**config.mk**
```make
export PLATFORM = sky130hd
export DESIGN_NAME = instr_fetch_unit
export DESIGN_NICKNAME = d
export VERILOG_FILES = /design/src/rtl/instr_fetch_unit.sv
export SDC_FILE = /design/constraint.sdc
export NUM_CORES = 1
export LEC_CHECK = 0
export ABC_AREA = 1
export CAP_MARGIN = 40
export CORE_ASPECT_RATIO = 1.4
export CORE_UTILIZATION = 25
export DETAILED_ROUTE_END_ITERATION = 6
export PLACE_DENSITY_LB_ADDON = 0.1
export SLEW_MARGIN = 20
export SYNTH_ARGS = -nofsm -noshare
export SYNTH_HDL_FRONTEND = slang
export SYNTH_SLANG_ARGS = --single-unit
```
**constraint.sdc**
```tcl
create_clock -name CLK -period 3.75 [get_ports CLK]
set_input_delay 0.9375 -clock CLK [delete_from_list [all_inputs] [get_ports CLK]]
set_output_delay 0.9375 -clock CLK [all_outputs]
set_load 0.02 [all_outputs]
```
**src/rtl/instr_fetch_unit.sv**
```systemverilog
// Fetch stage of the multicycle CPU: owns the PC, reads instruction words over req/ack, strobes IR.
// Optional macro FETCH_TIMEOUT_EN bounds the wait for IAck and raises a sticky FetchErr.
module instr_fetch_unit #(
  parameter logic [31:0] RESET_PC = 32'h0000_0000,
  parameter logic [5:0]  HALT_OP  = 6'b111111
`ifdef FETCH_TIMEOUT_EN
  , parameter int unsigned TIMEOUT_CYCLES = 16
`endif
) (
  input  logic        CLK,
  input  logic        Reset,
  input  logic        PCWre,
  input  logic [1:0]  PCSrc,
  input  logic [31:0] ExtImm,
  input  logic [31:0] ReadData1,
  input  logic [25:0] JumpAddr,
  output logic [31:0] IAddr,
  output logic        IReq,
  input  logic        IAck,
  input  logic [31:0] IRData,
  output logic [31:0] IDataOut,
  output logic        IRWre,
  output logic [31:0] PC,
  output logic [31:0] PC4,
  output logic        Halted,
  output logic        FetchErr
);

  typedef enum logic [1:0] {
    S_FETCH   = 2'd0,
    S_DELIVER = 2'd1,
    S_EXEC    = 2'd2,
    S_HALTED  = 2'd3
  } state_t;

  state_t      state_q;
  logic [31:0] pc_q;
  logic [31:0] pc4_q;
  logic [31:0] idata_q;
  logic [31:0] next_pc_d;
  logic        ireq_q;
  logic        irwre_q;
  logic        halted_q;
  logic        fetch_err_q;
  logic        xfer_s;

`ifdef FETCH_TIMEOUT_EN
  localparam int TMO_W = $clog2(TIMEOUT_CYCLES + 1);
  localparam logic [TMO_W-1:0] TMO_LAST = TMO_W'(TIMEOUT_CYCLES - 1);
  logic [TMO_W-1:0] tmo_q;
`endif

  // A transfer needs our own registered request, so acks seen while idle are ignored.
  assign xfer_s = (state_q == S_FETCH) && ireq_q && IAck;

  // Next-PC selection; all arithmetic wraps silently at 32 bits.
  always_comb begin
    next_pc_d = pc4_q;
    case (PCSrc)
      2'b00:   next_pc_d = pc4_q;
      2'b01:   next_pc_d = pc4_q + (ExtImm << 2);
      2'b10:   next_pc_d = ReadData1 & 32'hFFFF_FFFC;
      2'b11:   next_pc_d = {pc4_q[31:28], JumpAddr, 2'b00};
      default: next_pc_d = pc4_q;
    endcase
  end

  // Fetch state machine with registered handshake and status outputs.
  always_ff @(posedge CLK or negedge Reset) begin
    if (!Reset) begin
      state_q     <= S_FETCH;
      pc_q        <= RESET_PC;
      pc4_q       <= RESET_PC + 32'd4;
      idata_q     <= 32'd0;
      ireq_q      <= 1'b0;
      irwre_q     <= 1'b0;
      halted_q    <= 1'b0;
      fetch_err_q <= 1'b0;
`ifdef FETCH_TIMEOUT_EN
      tmo_q       <= '0;
`endif
    end else begin
      irwre_q <= 1'b0;
      case (state_q)
        S_FETCH: begin
          if (xfer_s) begin
            idata_q <= IRData;
            ireq_q  <= 1'b0;
            irwre_q <= 1'b1;
            state_q <= S_DELIVER;
`ifdef FETCH_TIMEOUT_EN
          end else if (tmo_q == TMO_LAST) begin
            fetch_err_q <= 1'b1;
            ireq_q      <= 1'b0;
            halted_q    <= 1'b1;
            state_q     <= S_HALTED;
          end else begin
            ireq_q <= 1'b1;
            tmo_q  <= tmo_q + TMO_W'(1);
          end
`else
          end else begin
            ireq_q <= 1'b1;
          end
`endif
        end
        S_DELIVER: begin
          if (idata_q[31:26] == HALT_OP) begin
            halted_q <= 1'b1;
            state_q  <= S_HALTED;
          end else begin
            state_q <= S_EXEC;
          end
        end
        S_EXEC: begin
          if (PCWre) begin
            pc_q    <= next_pc_d;
            pc4_q   <= next_pc_d + 32'd4;
            ireq_q  <= 1'b1;
            state_q <= S_FETCH;
`ifdef FETCH_TIMEOUT_EN
            tmo_q   <= '0;
`endif
          end else begin
            ireq_q <= 1'b0;
          end
        end
        S_HALTED: begin
          halted_q <= 1'b1;
          ireq_q   <= 1'b0;
        end
        default: begin
          ireq_q   <= 1'b0;
          halted_q <= 1'b1;
          state_q  <= S_HALTED;
        end
      endcase
    end
  end

  assign IAddr    = pc_q;
  assign IReq     = ireq_q;
  assign IDataOut = idata_q;
  assign IRWre    = irwre_q;
  assign PC       = pc_q;
  assign PC4      = pc4_q;
  assign Halted   = halted_q;
  assign FetchErr = fetch_err_q;

endmodule

```
== Yosys cells after proc, flatten, opt, wreduce, memory -nomap -nowiden ==
Index checks and enable logic that the tools add are counted.
Widths: inputs -> output; s select.

* Flip-flop bits (word level): 101
* Latch bits: 0
* Memory bits (writable): 0
* ROM bits: 0
* Bits of input ports: 128
* Output and inout port bits: 132
* Logic and storage cells: 42
* Memories: 0

* $add $sub $neg: 2
* Multipliers: 0
* Divide/modulo/power cells: 0
* Order comparisons: 0
* Eq/ne operators: 10
* Shift operators: 0
* Mux-type cells: 12
* Bitwise operators: 0
* Reduce and logical (&&, ||, !) cells: 11

{| class="wikitable"
|+ Operators by type and width
! operator !! number
|-
| $pmux 32 s4 || 1
|-
| $add 32x3->32 const B || 1
|-
| $add 32x32->32 || 1
|-
| $eq 2x2->1 const B || 4
|-
| $eq 6x6->1 const B || 1
|-
| $mux 1 || 6
|-
| $ne 2x2->1 const B || 3
|-
| $pmux 2 s3 || 1
|-
| $reduce_and 2->1 || 3
|-
| $reduce_bool 3->1 || 2
|-
| $eq 2x1->1 const B || 2
|-
| $logic_not 2->1 || 2
|-
| $mux 2 || 2
|-
| $pmux 1 s3 || 1
|-
| $reduce_and 3->1 || 1
|-
| $logic_and 1x1->1 || 2
|-
| $pmux 1 s2 || 1
|-
| $reduce_bool 2->1 || 1
|}

== Longest topological paths before layout ==
Gate-level depths: netlist (run 1).

* Depth after elaboration: 5
* Gate-level depth with buffers: 22
* Gate-level depth less buffers: 22

== Worst setup path before layout (run 1) ==
OpenSTA, ideal clock, no wires.

* Kind: input-to-reg
* From: in ExtImm[0]
* To: reg pc4_q[26], in the netlist PC4[26]
* Setup time: 0.121 ns
* Data arrival time: 3.167 ns
* Required time: 3.629 ns
* Setup slack: 0.462 ns
* Cell stages on the path: 18
* Buffers on the path: 0
* Cell sequence: ha_1 -> fa_1 -> inv_1 -> nor2_1 -> nor2_1 -> nor2_4 -> ha_1 -> inv_1 -> nor2_4 -> nand2_2 -> nor2_4 -> nand3_2 -> nor2_4 -> nand3_2 -> nor2_2 -> nand3_1 -> nand2_1 -> o21ai_1

* Cells in the longest elaborated chain, start to end: 3

{| class="wikitable"
|+ Ends and longest elaborated chain
! what !! RTL line !! RTL
|-
| from (decl) || 14 || <nowiki>input logic [31:0] ExtImm,</nowiki>
|-
| $add 32x32->32 || 61 || <nowiki>2'b01: next_pc_d = pc4_q + (ExtImm << 2);</nowiki>
|-
| $pmux 32 s4 || 59 || <nowiki>case (PCSrc)</nowiki>
|-
| named net next_pc_d[3] || 40 || <nowiki>logic [31:0] next_pc_d;</nowiki>
|-
| $add 32x3->32 || 118 || <nowiki>pc4_q <= next_pc_d + 32'd4;</nowiki>
|-
| to (signal assigned) || 73 || <nowiki>pc4_q <= RESET_PC + 32'd4;</nowiki>
|-
| to (signal assigned) || 118 ||
|-
| to (decl) || 38 || <nowiki>logic [31:0] pc4_q;</nowiki>
|}

The timed path passes the listed nets, and every way through them passes these cells.
A chain may end at the register's enable or synchronous reset.

== Worst setup path after layout (run 1) ==
* From: in ExtImm[0]
* To: reg pc4_q[28], in the netlist PC4[28]

The elaborated chain is that of the path after synthesis.

==> flow_metrics.env, run 1 <==
export IMPL_outcome="finished clean"
export IMPL_die_w_um=150
export IMPL_startpoint_type="input port"
export IMPL_fmax_ghz=0.280
export IMPL_grt_pass1_vias=8463
export IMPL_synth_area_leader_cell="dfrtp_1"
export IMPL_place_hpwl_um=23200
export IMPL_maxCapViolCount=0
export IMPL_synth_edf_count=0
export IMPL_report_final_slew_viol_count=0
export IMPL_seq_area_frac_synth=0.325
export IMPL_yosysTopAreaCellShare=0.321
export IMPL_track_usage=0.187
export IMPL_grt_max_degree=52
export IMPL_slew_headroom=0.499
export IMPL_syn_inst=1172
export IMPL_grt_pass1_wl_um=44800
export IMPL_die_area_um2=31200
export IMPL_skew_ps=9.79
export IMPL_rsz0062_at_grt="false"
export IMPL_drtIter0Drc=347
export IMPL_gp_congestion=0.902
export IMPL_yosys_top_cells_area="dfrtp_1 32%, nand2_1 22%, nand3_1 7.1%"
export IMPL_cts_buffers=9
export IMPL_leakage_nw=5.66
export IMPL_row_count=75
export IMPL_io_pin_count=260
export IMPL_cts_root_buf="clkbuf_16"
export IMPL_cts_tree="done"
export IMPL_drc=0
export IMPL_end_kind="register"
export IMPL_hold_ws_ps=478
export IMPL_clk_path_buf_depth=2
export IMPL_initial_core_util=0.254
export IMPL_synth_cell_types=48
export IMPL_synth_most_common_cell="nand2_1"
export IMPL_cp_max_fo=5
export IMPL_finalSetupViolCount=0
export IMPL_mappedNetlistNets=1331
export IMPL_clock_latency_ps=340
export IMPL_period_needed_ps=3570
export IMPL_finalHoldViolCount=0
export IMPL_syn_avg_cell_area_um2=6.51
export IMPL_synthToLayoutAreaGrowth_pct=49.6
export IMPL_die_h_um=209
export IMPL_wl_per_cell_um=15.6
export IMPL_antenna_found_initial=0
export IMPL_ys_ff_latch=99
export IMPL_crit_type="input port to register"
export IMPL_finalNetCount=1633
export IMPL_vias=8331
export IMPL_syn_cell_area_um2=7630
export IMPL_arrival_ps=3800
export IMPL_synth_async_reset_ratio=1.00
export IMPL_synth_common_cells="450 x nand2_1, 116 x inv_1, 108 x nand3_1"
export IMPL_fin_cells=1863
export IMPL_final_layout_size_suffix_gt1_frac=0.119
export IMPL_tightest_slew_ps=751
export IMPL_yosys_warnings=1
export IMPL_synth_top_flop_cell="dfrtp_1"
export IMPL_critPathRequiredTime_ps=3980
export IMPL_drtAntennaViolNets=0
export IMPL_dr_pass1_iters=4
export IMPL_peakVddDrop_uv=232
export IMPL_vias_per_cell=4.47
export IMPL_cts_sinks=99
export IMPL_hp_class="register to register"
export IMPL_powerDensity_nw_per_um2=222
export IMPL_dp_cells=1845
export IMPL_clk_pin_slew_ps=70
export IMPL_num_antenna_cells=0
export IMPL_coreArea_um2=30000
export IMPL_fin_crit_sh=0.953
export IMPL_grt_ovfl_total=0
export IMPL_totalWireLength_um=29000
export IMPL_finalPower_mw=2.54
export IMPL_htree_levels=3
export IMPL_io_buffer_count=254
stage by stage:
| step | setup TNS, ps | util | instance area [um^2] | setup WS (ps) |
|---|---|---|---|---|
| global route | 0 | 0.380 | 11400 | 2.38 |
| finish | 0 | 0.380 | 11400 | 176 |
| CTS | 0 | 0.377 | 11300 | 124 |
| global placement | -2780 | 0.368 | 11000 | -262 |
| floorplan | 0 | - | 7630 | 462 |
| detailed placement | -3250 | 0.368 | 11000 | -251 |
worst paths after layout:
path                                    start                       end  slack [ps]  depth (start not counted)
max                                 ExtImm[0]       PC4[28]$_DFFE_PN0P_         180                         19
min                        Halted$_DFFE_PN0P_        Halted$_DFFE_PN0P_         480                          2
max reg2reg                PC4[2]$_DFFE_PN1P_       PC4[28]$_DFFE_PN0P_         800                         18
min reg2reg                Halted$_DFFE_PN0P_        Halted$_DFFE_PN0P_         480                          2
max in group asynchronous               Reset     IAddr[27]$_DFFE_PN0P_        2370                          2
min in group asynchronous               Reset  IDataOut[17]$_DFFE_PN0P_         630                          1
power by group:
part | internal, mW | total, mW | switching, mW | leakage (nW)
Clock | 0.515 | 0.935 | 0.420 | 0.128
Combinational | 0.262 | 0.534 | 0.272 | 4.19
Sequential | 1.07 | 1.07 | 0 | 1.35
what timing repair did:
| item | in CTS | in global routing |
|---|---|---|
| gates resized for setup | 0 | 22 |
| endpoints found under the setup margin | 0 | 12 |
| hold buffers | 0 | 0 |
| buffers inserted | 0 | 3 |
sequential cells by signal, indices dropped and copies added, names as in the netlist, named ones only:
| name | flops |
|---|---|
| Halted | 1 |
| state_q | 2 |
| IReq | 1 |
| IAddr | 30 |
| IDataOut | 32 |
| PC4 | 30 |
| IRWre | 1 |
logic make-up (layout without fill, tap and decap cells):
family	Yosys count	count (layout)	share of synthesized area
AO/OA/AOI/OAI	122	122	0.0892
AND/OR/NAND/NOR	724	724	0.411
XOR/XNOR	4	4	0.00459
buffers and inverters	191	497	0.118
flip-flops	99	99	0.325
other	1	1	0.000491
adder cells (fa/ha/maj)	31	31	0.0518
metal layers:
| layer | vias up | global-route usage | part of all wire |
|---|---|---|---|
| met3 | 20 | 0.0249 | 0.050 |
| met4 | 0 | 0.0529 | 0.015 |
| met5 | - | 0 | 0 |
| met1 | 3795 | 0.230 | 0.43 |
| li1 | 4310 | - | - |
| met2 | 206 | 0.334 | 0.50 |
cell type report:
| class | instances | area, um^2 |
|---|---|---|
| Fill cell | 3270 | 18600 |
| Multi-Input combinational cell | 882 | 4340 |
| Timing Repair Buffer | 359 | 3350 |
| Sequential cell | 99 | 2480 |
| Tap cell | 385 | 482 |
| Inverter | 123 | 478 |
| Clock buffer | 11 | 233 |
| Clock inverter | 4 | 52.6 |
placed cells by master, fill, tap and decap left out, drive strengths merged, types with 30 or more instances in the layout:
cell,count
buf,106
clkdlybuf4s50,253
nor2,108
a21oi,37
ha,30
nand3,112
inv,121
o21ai,63
nand2,454
dfrtp,98
worst max-delay path, cell delays in order:
cell	delay (ps)
clkdlybuf4s50_1	410
ha_2	200
fa_1	470
inv_1	40
nor2_1	90
nor2_1	80
nor2_4	150
ha_4	140
inv_1	60
nor2_4	110
nand2_2	80
nor2_4	130
nand3_2	120
nor2_4	200
nand4_1	210
nor2_2	190
nand2_1	60
nand2_1	60
nand3_1	60
(Power assumes the default switching activity.)
==> inputs of run 2 (changes only) <==
--- a/config.mk
+++ b/config.mk
@@ -5,10 +5,10 @@
 export SDC_FILE = /design/constraint.sdc
 export NUM_CORES = 1
 export LEC_CHECK = 0
-export ABC_AREA = 1
 export CAP_MARGIN = 40
 export CORE_ASPECT_RATIO = 1.4
 export CORE_UTILIZATION = 25
+export CTS_CLUSTER_SIZE = 25
 export DETAILED_ROUTE_END_ITERATION = 6
 export PLACE_DENSITY_LB_ADDON = 0.1
 export SLEW_MARGIN = 20
==> flow_metrics.env, run 2 <==
export IMPL_outcome="finished, violations left"
export IMPL_violations="setup timing"
export IMPL_place_hpwl_um=20800
export IMPL_slew_headroom=0.526
export IMPL_syn_cell_area_um2=6990
export IMPL_comb_power_share=0.681
export IMPL_crit_start="ExtImm[0]"
export IMPL_drc=0
export IMPL_io_pin_count=260
export IMPL_fin_crit_sh=1.03
export IMPL_arrival_ps=4100
export IMPL_clk_path_buf_depth=2
export IMPL_cts_root_buf="clkbuf_16"
export IMPL_intPower_mw=5.55
export IMPL_timing_final_ws_setup_ps=-120
export IMPL_seq_area_frac_synth=0.354
export IMPL_grt_pass1_wl_um=39000
export IMPL_rsz0062_at_grt="true"
export IMPL_synthToLayoutAreaGrowth_pct=71.3
export IMPL_gp_congestion=0.848
export IMPL_peakVddDrop_uv=362
export IMPL_die_area_um2=28700
export IMPL_grt_ovfl_total=0
export IMPL_yosysTopAreaCellShare=0.351
export IMPL_num_antenna_cells=0
export IMPL_track_usage=0.182
export IMPL_coreArea_um2=27600
export IMPL_final_common_cell="clkdlybuf4s50_1"
export IMPL_pwr_share_clk=0.105
export IMPL_cts_sinks=99
export IMPL_switchingPower_mw=4.11
export IMPL_yosys_top_cells_area="dfrtp_1 35%, nand2_1 6.5%, mux2_2 6.4%"
export IMPL_mappedNetlistNets=931
export IMPL_die_w_um=143
export IMPL_syn_avg_cell_area_um2=9.06
export IMPL_r2r_start="PC4[3]$_DFFE_PN0P_"
export IMPL_synth_edf_count=0
export IMPL_mostFrequentLayoutCells="233 x clkdlybuf4s50_1, 185 x buf_4, 116 x nand2_1"
export IMPL_syn_inst=772
export IMPL_die_h_um=200
export IMPL_dp_slack_ps=-1010
export IMPL_drtIter0Drc=386
export IMPL_crit_type="input port to register"
export IMPL_synth_async_reset_ratio=1.00
export IMPL_dr_pass1_iters=4
export IMPL_synth_area_leader_cell="dfrtp_1"
export IMPL_critPathRequiredTime_ps=3980
export IMPL_finalNetCount=1313
export IMPL_wl_per_cell_um=17.1
export IMPL_clk_pin_slew_ps=70
export IMPL_synth_most_common_cell="nand2_1"
export IMPL_fmax_ghz=0.258
export IMPL_synth_cell_types=73
export IMPL_leakage_nw=5.08
export IMPL_final_area_um2=12000
export IMPL_end_kind="register"
export IMPL_vias_per_cell=4.59
export IMPL_powerDensity_nw_per_um2=806
export IMPL_switching_share=0.426
export IMPL_largest_register_ff_count=32
export IMPL_hold_start="Halted$_DFFE_PN0P_"
export IMPL_row_count=72
export IMPL_finalSetupViolCount=2
export IMPL_yosys_warnings=1
export IMPL_initial_core_util=0.254
export IMPL_ys_ff_latch=99
export IMPL_period_needed_ps=3870
export IMPL_report_final_slew_viol_count=0
export IMPL_synth_common_cells="121 x nand2_1, 98 x dfrtp_1, 62 x o21ai_0"
export IMPL_totalWireLength_um=26200
export IMPL_htree_levels=3
export IMPL_cts_tree="done"
export IMPL_clock_latency_ps=350
export IMPL_grt_max_degree=76
export IMPL_post_dp_cell_area_um2=10900
export IMPL_maxCapViolCount=0
export IMPL_drtAntennaViolNets=0
export IMPL_seq_power_share=0.214
export IMPL_startpoint_type="input port"
export IMPL_cp_max_fo=3
export IMPL_synth_top_flop_cell="dfrtp_1"
export IMPL_tightest_slew_ps=712
export IMPL_hp_class="register to register"
export IMPL_finalHoldViolCount=0
export IMPL_grt_pass1_vias=6837
export IMPL_cts_hold_buffers=0
export IMPL_cts_buffers=9
export IMPL_vias=7023
export IMPL_final_layout_size_suffix_gt1_frac=0.311
export IMPL_skew_ps=11.3
export IMPL_antenna_found_initial=0
export IMPL_io_buffer_count=254
-- run 2: cell count changes after synthesis, moves of 10 or more --
| cell | previous run | this run |
|---|---|---|
| nand3b_1 | 13 | 1 |
| nor2_1 | 95 | 35 |
| nand3_1 | 108 | 13 |
| nor2b_1 | 0 | 10 |
| mux2i_1 | 0 | 13 |
| xnor2_1 | 0 | 22 |
| nand2_1 | 450 | 121 |
| inv_1 | 116 | 6 |
| mux2_2 | 0 | 40 |
| xor2_1 | 4 | 17 |
-- run 2: logic make-up (layout without fill, tap and decap cells) --
| group | count (synthesis) | in the layout | synth area share |
|---|---|---|---|
| mux | 59 | 59 | 0.102 |
| flops | 99 | 99 | 0.354 |
| fa+ha+maj | 31 | 31 | 0.0565 |
| other cells | 1 | 1 | 0.000536 |
| xor+xnor | 40 | 40 | 0.0512 |
| simple gates | 259 | 259 | 0.182 |
| buf+inv | 83 | 470 | 0.0667 |
| compound gates | 200 | 200 | 0.186 |
-- run 2: repair_timing --
item | 4_1_cts | 5_1_grt
buffers inserted | 12 | 11
pin swaps | 43 | 53
resized for setup | 76 | 60
setup endpoints to repair | 23 | 17
-- run 2: per-stage QoR --
stage / power [mW] / instances / hold slack, ps / utilization / setup TNS [ps]
2_1_floorplan: 5.12 / 772 / 497 / - / -940
3_3_place_gp: 8.06 / 1491 / 454 / 0.395 / -19470
3_5_place_dp: 8.05 / 1491 / 451 / 0.395 / -20000
4_1_cts: 9.53 / 1519 / 484 / 0.424 / -211
5_1_grt: 10.3 / 1529 / 511 / 0.435 / -1460
6_report: 9.66 / 1529 / 481 / 0.435 / -148
-- run 2: cell type report --
cell class              count  area, um^2
clock buffers              10         229
clock inverters             6        88.8
fillers                  2744       15600
inverters                   6        22.5
multi-input cells         590        4640
flip-flops and latches     99        2480
well taps                 370         463
repair buffers            448        4060
-- run 2: metal layers --
metal,track usage,routed length [um]
met1,0.245,12100
met2,0.301,12600
met3,0.0234,1140
met4,0.0559,445
met5,0,0
-- run 2: worst max-delay path, stage by stage --
cell       delay [ps]
buf_6              90
ha_4              150
fa_2              380
a211oi_4          240
o21a_2            190
buf_6             110
o211ai_1           80
buf_4             170
buf_6             110
nand4_1            80
nand4bb_1         150
nor4_2            260
buf_4             180
nand2b_4           80
nor4_4            300
and4b_1           260
nor3_1             60
a221o_1           290
-- run 2: worst paths after layout --
path,endpoint,depth (start not counted),slack (ps)
setup / recovery,PC4[30]$_DFFE_PN0P_,18,-120
min in group asynchronous,IDataOut[2]$_DFFE_PN0P_,1,610
max in group asynchronous,IDataOut[12]$_DFFE_PN0P_,2,2390
hold reg to reg,Halted$_DFFE_PN0P_,1,480
setup reg to reg,PC4[30]$_DFFE_PN0P_,13,110
hold / removal,Halted$_DFFE_PN0P_,1,480
-- run 2: power groups by stage --
| stage | clock network [mW] | logic [mW] | registers [mW] |
|---|---|---|---|
| after floorplan | 0 | 2.58 | 2.54 |
| after global placement | 0 | 6.02 | 2.04 |
| after detailed placement | 0 | 5.99 | 2.05 |
| after CTS | 1.06 | 6.38 | 2.08 |
| after global routing | 1.09 | 7.07 | 2.15 |
| final | 1.01 | 6.57 | 2.07 |
==> inputs of run 3 (changes only) <==
--- a/config.mk
+++ b/config.mk
@@ -8,7 +8,6 @@
 export CAP_MARGIN = 40
 export CORE_ASPECT_RATIO = 1.4
 export CORE_UTILIZATION = 25
-export CTS_CLUSTER_SIZE = 25
 export DETAILED_ROUTE_END_ITERATION = 6
 export PLACE_DENSITY_LB_ADDON = 0.1
 export SLEW_MARGIN = 20
==> results of run 3 <==
No change in the layout: final DEF, timing and power equal those of run 2.
